$ cat src/rtl/fetch_unit.sv
// fetch_unit: MIPS instruction-fetch stage with IF/ID register.
// Keeps one word request outstanding to instruction memory, captures the
// returned instruction with its PC, and loads the next PC from downstream
// when decode consumes the instruction. A redirect always wins; a redirect
// while a response is in flight sends the FSM to DRAIN so that response is
// dropped.
// Optional feature macro: FETCH_ALIGN_CHECK_EN (misaligned fetch PC stops
// fetching in ERR and raises a sticky fetch_misalign until a redirect).
module fetch_unit #(
    parameter logic [31:0] RESET_PC = 32'h0000_3000
) (
    input  logic        clk,
    input  logic        reset_n,
    input  logic [31:0] npc,
    input  logic        stall,
    input  logic        redirect,
    input  logic [31:0] redirect_pc,
    output logic        imem_req,
    output logic [31:0] imem_addr,
    input  logic        imem_gnt,
    input  logic        imem_rvalid,
    input  logic [31:0] imem_rdata,
    output logic        if_id_valid,
    output logic [31:0] if_id_instr,
    output logic [31:0] if_id_pc,
    output logic [31:0] fetch_pc,
    output logic        fetch_misalign
);

    typedef enum logic [2:0] {
        ST_IDLE,
        ST_FETCH,
        ST_WAIT,
        ST_DECODE,
        ST_DRAIN,
        ST_ERR
    } state_t;

    state_t      r_state;
    state_t      w_state_next;
    logic [31:0] r_fetch_pc;
    logic [31:0] w_fetch_pc_next;
    logic        r_if_id_valid;
    logic        w_if_id_valid_next;
    logic [31:0] r_if_id_instr;
    logic [31:0] w_if_id_instr_next;
    logic [31:0] r_if_id_pc;
    logic [31:0] w_if_id_pc_next;
    logic        w_gnt;

`ifdef FETCH_ALIGN_CHECK_EN
    logic        r_misalign;
    logic        w_misalign_next;
    logic        w_pc_misaligned;

    // Request only from registered state; a misaligned PC never goes out.
    assign w_pc_misaligned = (r_fetch_pc[1:0] != 2'b00);
    assign imem_req        = (r_state == ST_FETCH) && !w_pc_misaligned;
    assign imem_addr       = r_fetch_pc;
    assign fetch_misalign  = r_misalign;
`else
    // Low address bits are forced to zero so memory always sees a word address.
    assign imem_req        = (r_state == ST_FETCH);
    assign imem_addr       = {r_fetch_pc[31:2], 2'b00};
    assign fetch_misalign  = 1'b0;
`endif

    // A grant only counts while a request is actually being presented.
    assign w_gnt = imem_req & imem_gnt;

    assign if_id_valid = r_if_id_valid;
    assign if_id_instr = r_if_id_instr;
    assign if_id_pc    = r_if_id_pc;
    assign fetch_pc    = r_fetch_pc;

    // Next-state and next-register logic; redirect overrides everything last.
    always_comb begin
        w_state_next       = r_state;
        w_fetch_pc_next    = r_fetch_pc;
        w_if_id_valid_next = r_if_id_valid;
        w_if_id_instr_next = r_if_id_instr;
        w_if_id_pc_next    = r_if_id_pc;
`ifdef FETCH_ALIGN_CHECK_EN
        w_misalign_next    = r_misalign;
`endif
        case (r_state)
            ST_IDLE: w_state_next = ST_FETCH;
            ST_FETCH: begin
`ifdef FETCH_ALIGN_CHECK_EN
                if (w_pc_misaligned) begin
                    w_misalign_next = 1'b1;
                    w_state_next    = ST_ERR;
                end else
`endif
                if (w_gnt) begin
                    w_state_next = ST_WAIT;
                end
            end
            ST_WAIT: begin
                if (imem_rvalid) begin
                    w_if_id_instr_next = imem_rdata;
                    w_if_id_pc_next    = r_fetch_pc;
                    w_if_id_valid_next = 1'b1;
                    w_state_next       = ST_DECODE;
                end
            end
            ST_DECODE: begin
                if (!stall) begin
                    w_fetch_pc_next    = npc;
                    w_if_id_valid_next = 1'b0;
                    w_state_next       = ST_FETCH;
                end
            end
            ST_DRAIN: begin
                if (imem_rvalid) begin
                    w_state_next = ST_FETCH;
                end
            end
            ST_ERR: w_state_next = ST_ERR;
            default: w_state_next = ST_IDLE;
        endcase

        if (redirect) begin
            w_fetch_pc_next    = redirect_pc;
            w_if_id_valid_next = 1'b0;
            w_if_id_instr_next = r_if_id_instr;
            w_if_id_pc_next    = r_if_id_pc;
`ifdef FETCH_ALIGN_CHECK_EN
            w_misalign_next    = 1'b0;
`endif
            // Any response already granted must be swallowed before refetching.
            if ((r_state == ST_WAIT) || (r_state == ST_DRAIN) ||
                ((r_state == ST_FETCH) && w_gnt)) begin
                w_state_next = ST_DRAIN;
            end else begin
                w_state_next = ST_FETCH;
            end
        end
    end

    // State and IF/ID registers with asynchronous active-low reset.
    always_ff @(posedge clk or negedge reset_n) begin
        if (!reset_n) begin
            r_state       <= ST_IDLE;
            r_fetch_pc    <= RESET_PC;
            r_if_id_valid <= 1'b0;
            r_if_id_instr <= 32'h0;
            r_if_id_pc    <= 32'h0;
`ifdef FETCH_ALIGN_CHECK_EN
            r_misalign    <= 1'b0;
`endif
        end else begin
            r_state       <= w_state_next;
            r_fetch_pc    <= w_fetch_pc_next;
            r_if_id_valid <= w_if_id_valid_next;
            r_if_id_instr <= w_if_id_instr_next;
            r_if_id_pc    <= w_if_id_pc_next;
`ifdef FETCH_ALIGN_CHECK_EN
            r_misalign    <= w_misalign_next;
`endif
        end
    end

endmodule

$ cat config.mk
export PLATFORM = sky130hd
export DESIGN_NAME = fetch_unit
export DESIGN_NICKNAME = d
export VERILOG_FILES = /design/src/rtl/fetch_unit.sv
export SDC_FILE = /design/constraint.sdc
export NUM_CORES = 1
export LEC_CHECK = 0
export CORE_MARGIN = 1.5
export CORE_UTILIZATION = 38
export CTS_BUF_LIST = sky130_fd_sc_hd__clkbuf_8
export DETAILED_ROUTE_END_ITERATION = 16
export PLACE_DENSITY = 0.8
export SETUP_SLACK_MARGIN = 0.3
export SYNTH_ARGS = -nofsm -noshare
export SYNTH_HDL_FRONTEND = slang
export SYNTH_SLANG_ARGS = --single-unit
$ cat constraint.sdc
create_clock -name clk -period 1.4 [get_ports clk]
set_input_delay 0.28 -clock clk [delete_from_list [all_inputs] [get_ports clk]]
set_output_delay 0.28 -clock clk [all_outputs]
set_load 0.1 [all_outputs]
==> impl_metrics.yaml, run 1 <==
status:
  status: "complete, but fails checks"
  violations: "negative setup slack"
detailed_routing:
  drc: 0
  viasPerCell: 4.70
  drtIter0Drc: 140
  dr_total_vias: 3489
  routedWlPerCell_um: 19.6
  drtAntennaViolNets: 0
  totalWireLength_um: 14500
  dr.pass1.iters: 4
final_layout:
  fin_cells: 743
  register_area_um2: 2700
  antennaDiodeCount: 0
  final_nets: 673
  multiInputGateArea_um2: 2030
  area.growth.synth_to_final_pct: 101
  drive_above_1_share: 0.788
  final_area_um2: 9600
  num-fill-cells: 652
yosys:
  ys_seq_area_frac: 0.523
  synth.area.top_cells: "dfrtp_1, mux2_4, mux2_2"
  synth_area_per_cell_um2: 15.9
  netlist_area_um2: 4790
  synth.most_common_cell: "dfrtp_1"
  async_flop_share: 1.00
  syn_inst: 302
  yosys_most_used_dff: "dfrtp_1"
  synth_common_cells: "dfrtp_1, mux2_4, mux2_2"
  netlist.area_leader.share: 0.512
  yosys_warnings: 0
  ys_types: 30
  synth_top_cell_by_area: "dfrtp_1"
  ys_ff_latch: 100
  synth_edf_count: 0
cts:
  clock_sinks: 100
  cts_buffers: 9
  cts_tree: "done"
  cts-root-buf: "clkbuf_8"
  clockBufferDepth: 2
  path_clk_slew_ps: 100
  insertion_delay_ps: 360
  h-tree-depth: 3
global_route:
  antenna_found_initial: 0
  grt_first_pass_wirelength_um: 22100
  grt_pass1_vias: 3886
  grt_max_degree: 34
  track_usage: 0.220
  grt_overflow: 0
sta:
  rsz0062_at_grt: "yes"
  layout_setup_ws_ps: -296
  fin_crit_sh: 1.21
  finalHoldViolations: 0
  final.min_clock_period_ps: 1700
  slew_violations: 0
  finalSetupTns_ps: -24520
  setup_violations: 104
  clock.fmax_ghz: 0.589
  fin_skew_ps: 10.1
power_and_ir_drop:
  p_per_area_nw_per_um2: 2520
  p_leak_nw: 4.17
  ir_worst_vdd_uv: 1630
setup_path:
  reg2reg_from: "r_state[2]"
  ff2ff_path_depth: 8
  crit_end: "r_state[2]"
  arrival_ps: 1960
  worst-path-max-fanout: 3
  cp-end-kind: "register"
  crit_start: "r_state[2]"
  rrSetupSlack_ps: -300
  crit_type: "register to register"
  worstPathRequired_ps: 1660
  crit_path_start_kind: "register"
  r2r-end: "r_state[2]"
floorplanning:
  fp.coreArea_um2: 12200
  die-area_um2: 13300
  die_h_um: 115
  ios: 233
  die_w_um: 115
  start_util: 0.394
  row_count: 40
placement:
  placed_area_um2: 8690
  dp.cells: 670
  io_buffers: 229
  routabilityCongestion: 0.808
  dpl_worst_slack_ps: -570
  hpwl_um: 9640
job:
  drv_cap: 0
worst_hold_path:
  hold_path_class: "input port to asynchronous set/reset pin"
[area by class of cell]
type                            instances  area share
Inverter                                2    0.000782
Clock buffer                           10      0.0143
Clock inverter                          5     0.00560
Timing Repair Buffer                  305       0.465
Tap cell                              168      0.0219
Sequential cell                       100       0.281
Multi-Input combinational cell        153       0.211
[report_power, final]
part	internal, mW	switching (mW)	leakage [nW]
logic	6.77	10.1	2.91
clock network	0.857	0.974	0.0956
registers	4.17	1.32	1.16
[logic make-up (layout without fill, tap and decap cells)]
logic type,Yosys count,count (layout),synth area share
XOR/XNOR,1,1,0.00183
AO/OA/AOI/OAI,8,8,0.0123
AND/OR/NAND/NOR,13,13,0.0191
multiplexers,128,128,0.348
buffers and inverters,51,322,0.0946
flip-flops,100,100,0.523
other,1,3,0.000783
[worst min-delay path by stage]
stage	startpoint	slack [ps]	to	cells past startpoint
finish	reset_n	350	if_id_instr[31]	2
floorplan	reset_n	-20	fetch_pc[0]	0
CTS	redirect	320	r_state[1]	3
detailed placement	reset_n	200	if_id_instr[18]	1
global placement	reset_n	200	if_id_instr[25]	1
global route	reset_n	350	if_id_instr[31]	2
[worst max-delay path, stage by stage, from the launching register on]
cell	delay (ps)
dfrtp_1	430
buf_6	150
buf_6	110
buf_6	110
buf_6	100
buf_6	110
nand2b_4	130
a21o_1	180
a311oi_2	280
[cells in the final DEF (no fill, tap or decap), drive strengths merged]
cell type / synthesis / routed
nor2: 4 / 4
dfstp: 2 / 2
dfrtp: 98 / 98
clkinv: 0 / 1
a211oi: 1 / 1
inv: 2 / 3
a311oi: 2 / 2
a21oi: 1 / 1
a21o: 1 / 1
xor2: 1 / 1
clkbuf: 0 / 11
nor3: 1 / 1
bufinv: 0 / 1
dlygate4sd2: 0 / 1
nand3b: 1 / 1
nand2: 1 / 1
nand2b: 2 / 2
mux2: 128 / 128
and3: 1 / 1
clkinvlp: 0 / 2
clkdlybuf4s50: 0 / 98
o21ai: 1 / 1
dlygate4sd3: 0 / 1
and2: 1 / 1
a2111oi: 1 / 1
conb: 1 / 3
o21a: 1 / 1
buf: 49 / 204
and4bb: 2 / 2
[sequential cells by signal, summed over array words and instances, names as in the netlist]
register	count
fetch_pc	32
if_id_instr	32
if_id_pc	32
if_id_valid	1
r_state	3
[repair_timing]
action | CTS | global route
hold endpoints to repair | 17 | 0
gates cloned | 6 | 1
hold buffers | 1 | 0
gates resized for setup | 22 | 8
setup endpoints to repair | 228 | 228
buffers inserted | 37 | 13
pin swaps | 6 | 6
[per-stage QoR]
stage	hold WS [ps]	power, mW	utilization
floorplan	-15.6	15.8	-
finish	350	24.2	0.790
global route	355	24.9	0.790
detailed placement	202	21.6	0.715
global placement	201	21.3	0.715
CTS	320	24.0	0.776
[routing by layer]
metal	track usage	up-vias	share of wire	routed length, um
met5	0	-	0	0
met3	0.0474	18	0.067	968
li1	-	1552	-	-
met1	0.285	1763	0.42	6040
met2	0.371	156	0.50	7290
met4	0.0716	0	0.016	237
Note: power is estimated with default switching activity, not from simulation.
==> inputs of run 2 (changes only) <==
--- a/config.mk
+++ b/config.mk
@@ -5,11 +5,12 @@
 export SDC_FILE = /design/constraint.sdc
 export NUM_CORES = 1
 export LEC_CHECK = 0
-export CORE_MARGIN = 1.5
-export CORE_UTILIZATION = 38
+export CORE_AREA = 2 2 89 91
 export CTS_BUF_LIST = sky130_fd_sc_hd__clkbuf_8
 export DETAILED_ROUTE_END_ITERATION = 16
-export PLACE_DENSITY = 0.8
+export DIE_AREA = 0 0 91 93
+export DONT_BUFFER_PORTS = 1
+export PLACE_DENSITY = 0.81
 export SETUP_SLACK_MARGIN = 0.3
 export SYNTH_ARGS = -nofsm -noshare
 export SYNTH_HDL_FRONTEND = slang
==> constraint.sdc (replaced) <==
create_clock -name clk -period 1.8 [get_ports clk]
set_input_delay 0.36 -clock clk [delete_from_list [all_inputs] [get_ports clk]]
set_output_delay 0.36 -clock clk [all_outputs]
set_load 0.1 [all_outputs]
==> run 2 against run 1 <==
  * The flow finishes with violations (negative hold slack)
  * First-iteration DRC count is 49% lower
  * Core utilization is 0.094 points lower
  * Sequential share of layout area increased by 16 points
  * Fmax grew 1.0%
  * Register-to-register slack improved by 420 ps
  * Wire length down 25%
  * Flip-flop and latch count is the same
  * Worst setup slack better by 420 ps
  * Cell count down 41%
  * Highest routed layer unchanged
==> impl_metrics.yaml, run 2 (synthesis gave the netlist of run 1 again) <==
status:
  status: "complete, but fails checks"
  violations: "negative hold slack"
detailed_routing:
  routedWlPerCell_um: 25.1
  totalWireLength_um: 10900
  drtAntennaViolNets: 0
  drc: 0
  viasPerCell: 5.78
  drtIter0Drc: 72
  dr_total_vias: 2514
  dr.pass1.iters: 4
final_layout:
  final_nets: 430
  final_common_cell: "mux2_4"
  fin_cells: 435
  area.growth.synth_to_final_pct: 24.0
  drive_above_1_share: 0.913
  antennaDiodeCount: 0
  layout_common_cells: "mux2_4, dfrtp_2, mux2_2, buf_12, buf_4"
floorplanning:
  ios: 233
  row_count: 32
  fp.coreArea_um2: 7530
  die_h_um: 93
  die_w_um: 91
  start_util: 0.636
  die-area_um2: 8460
placement:
  hpwl_um: 6630
  io_buffers: 0
  routabilityCongestion: 0.685
  dp.cells: 396
sta:
  slew_violations: 0
  clock.fmax_ghz: 0.595
  tightest_slew_ps: 583
  finalSetupTns_ps: 0
  slew_headroom: 0.611
  fin_crit_sh: 0.933
  final.min_clock_period_ps: 1680
  rsz0062_at_grt: "yes"
  finalHoldViolations: 100
  hold_slack_ps: -303
  fin_skew_ps: 14.6
  setup_violations: 0
cts:
  clock_sinks: 100
  cts_buffers: 9
  path_clk_slew_ps: 100
  h-tree-depth: 3
  cts_tree: "done"
  clockBufferDepth: 2
  cts-root-buf: "clkbuf_8"
  insertion_delay_ps: 350
worst_hold_path:
  hold_path_class: "input port to asynchronous set/reset pin"
job:
  drv_cap: 0
global_route:
  grt_first_pass_wirelength_um: 15600
  antenna_found_initial: 0
  grt_pass1_vias: 2754
  grt_max_degree: 101
  track_usage: 0.239
  grt_overflow: 0
setup_path:
  arrival_ps: 1900
  worst-path-max-fanout: 6
  crit_top_cell: "buf_6"
  worstPathCellList: "and4bb_1, and2_4, buf_6, buf_6, buf_8, mux2_4"
  worstPathRequired_ps: 2020
  crit_type: "register to register"
  critical_path.max_stage_delay_ps: 450
  crit_path_start_kind: "register"
  cp-end-kind: "register"
  critPathSlowestCell: "dfrtp_2"
## run 2: cell count changes in the layout (fill, tap and decap cells not counted), sizes merged
cell and change:
buf -145, bufinv -1, clkbuf +1, clkdlybuf4s50 -98
clkinvlp +2, dlygate4sd2 -1, dlygate4sd3 -1, inv +1
## run 2: timing repair
| action | CTS | global route |
|---|---|---|
| cloned | 5 | 4 |
| gates resized for setup | 92 | 34 |
| setup endpoints to repair | 173 | 109 |
| hold endpoints to repair | 100 | 100 |
| buffers inserted | 8 | 6 |
| pin swaps | 3 | 2 |
## run 2: cell type report
class | count | area, um^2
Clock inverter | 7 | 53.8
Sequential cell | 100 | 2640
Tap cell | 102 | 128
Fill cell | 415 | 1590
Inverter | 2 | 7.51
Timing Repair Buffer | 62 | 1000
Clock buffer | 9 | 124
Multi-Input combinational cell | 153 | 1980
## run 2: worst paths after layout
kind	startpoint	end	slack, ps	cells after the start
min in group clk	redirect	r_state[1]	110	1
setup / recovery	r_state[0]	if_id_instr[24]	120	6
setup reg to reg	r_state[0]	if_id_instr[24]	120	6
max in group asynchronous	reset_n	fetch_pc[12]	1880	0
hold / removal	reset_n	fetch_pc[28]	-300	0
hold reg to reg	if_id_valid	if_id_valid	500	1
## run 2: per-layer routing
metal	share of wire	GRT usage	wire length, um	vias to the layer above
met1	0.38	0.273	4180	1280
met5	0	0	0	-
met4	0.011	0.0657	115	0
met3	0.084	0.0830	921	12
met2	0.52	0.428	5690	146
li1	-	-	-	1076
## run 2: critical path, delay by kind of cell (launching register included)
kind | cells | cell delay, ps
and+or+nand+nor | 2 | 470
buffers and inverters | 3 | 330
DFF | 1 | 450
muxes | 1 | 310
## run 2: per-stage QoR
| stage | area, um^2 | hold slack (ps) | utilization | setup WS, ps |
|---|---|---|---|---|
| 6_report | 5940 | -303 | 0.789 | 121 |
| 5_1_grt | 5940 | -331 | 0.789 | 73.5 |
| 4_1_cts | 5660 | -317 | 0.752 | 109 |
| 3_5_place_dp | 5140 | 65.6 | 0.682 | 133 |
| 3_3_place_gp | 5140 | 66.0 | 0.682 | 211 |
| 2_1_floorplan | 4860 | 64.4 | - | 141 |
Power of run 2 is left out: the tool's default activity adds up to more than one toggle a clock period on the data nets, which glitch-free logic cannot reach.
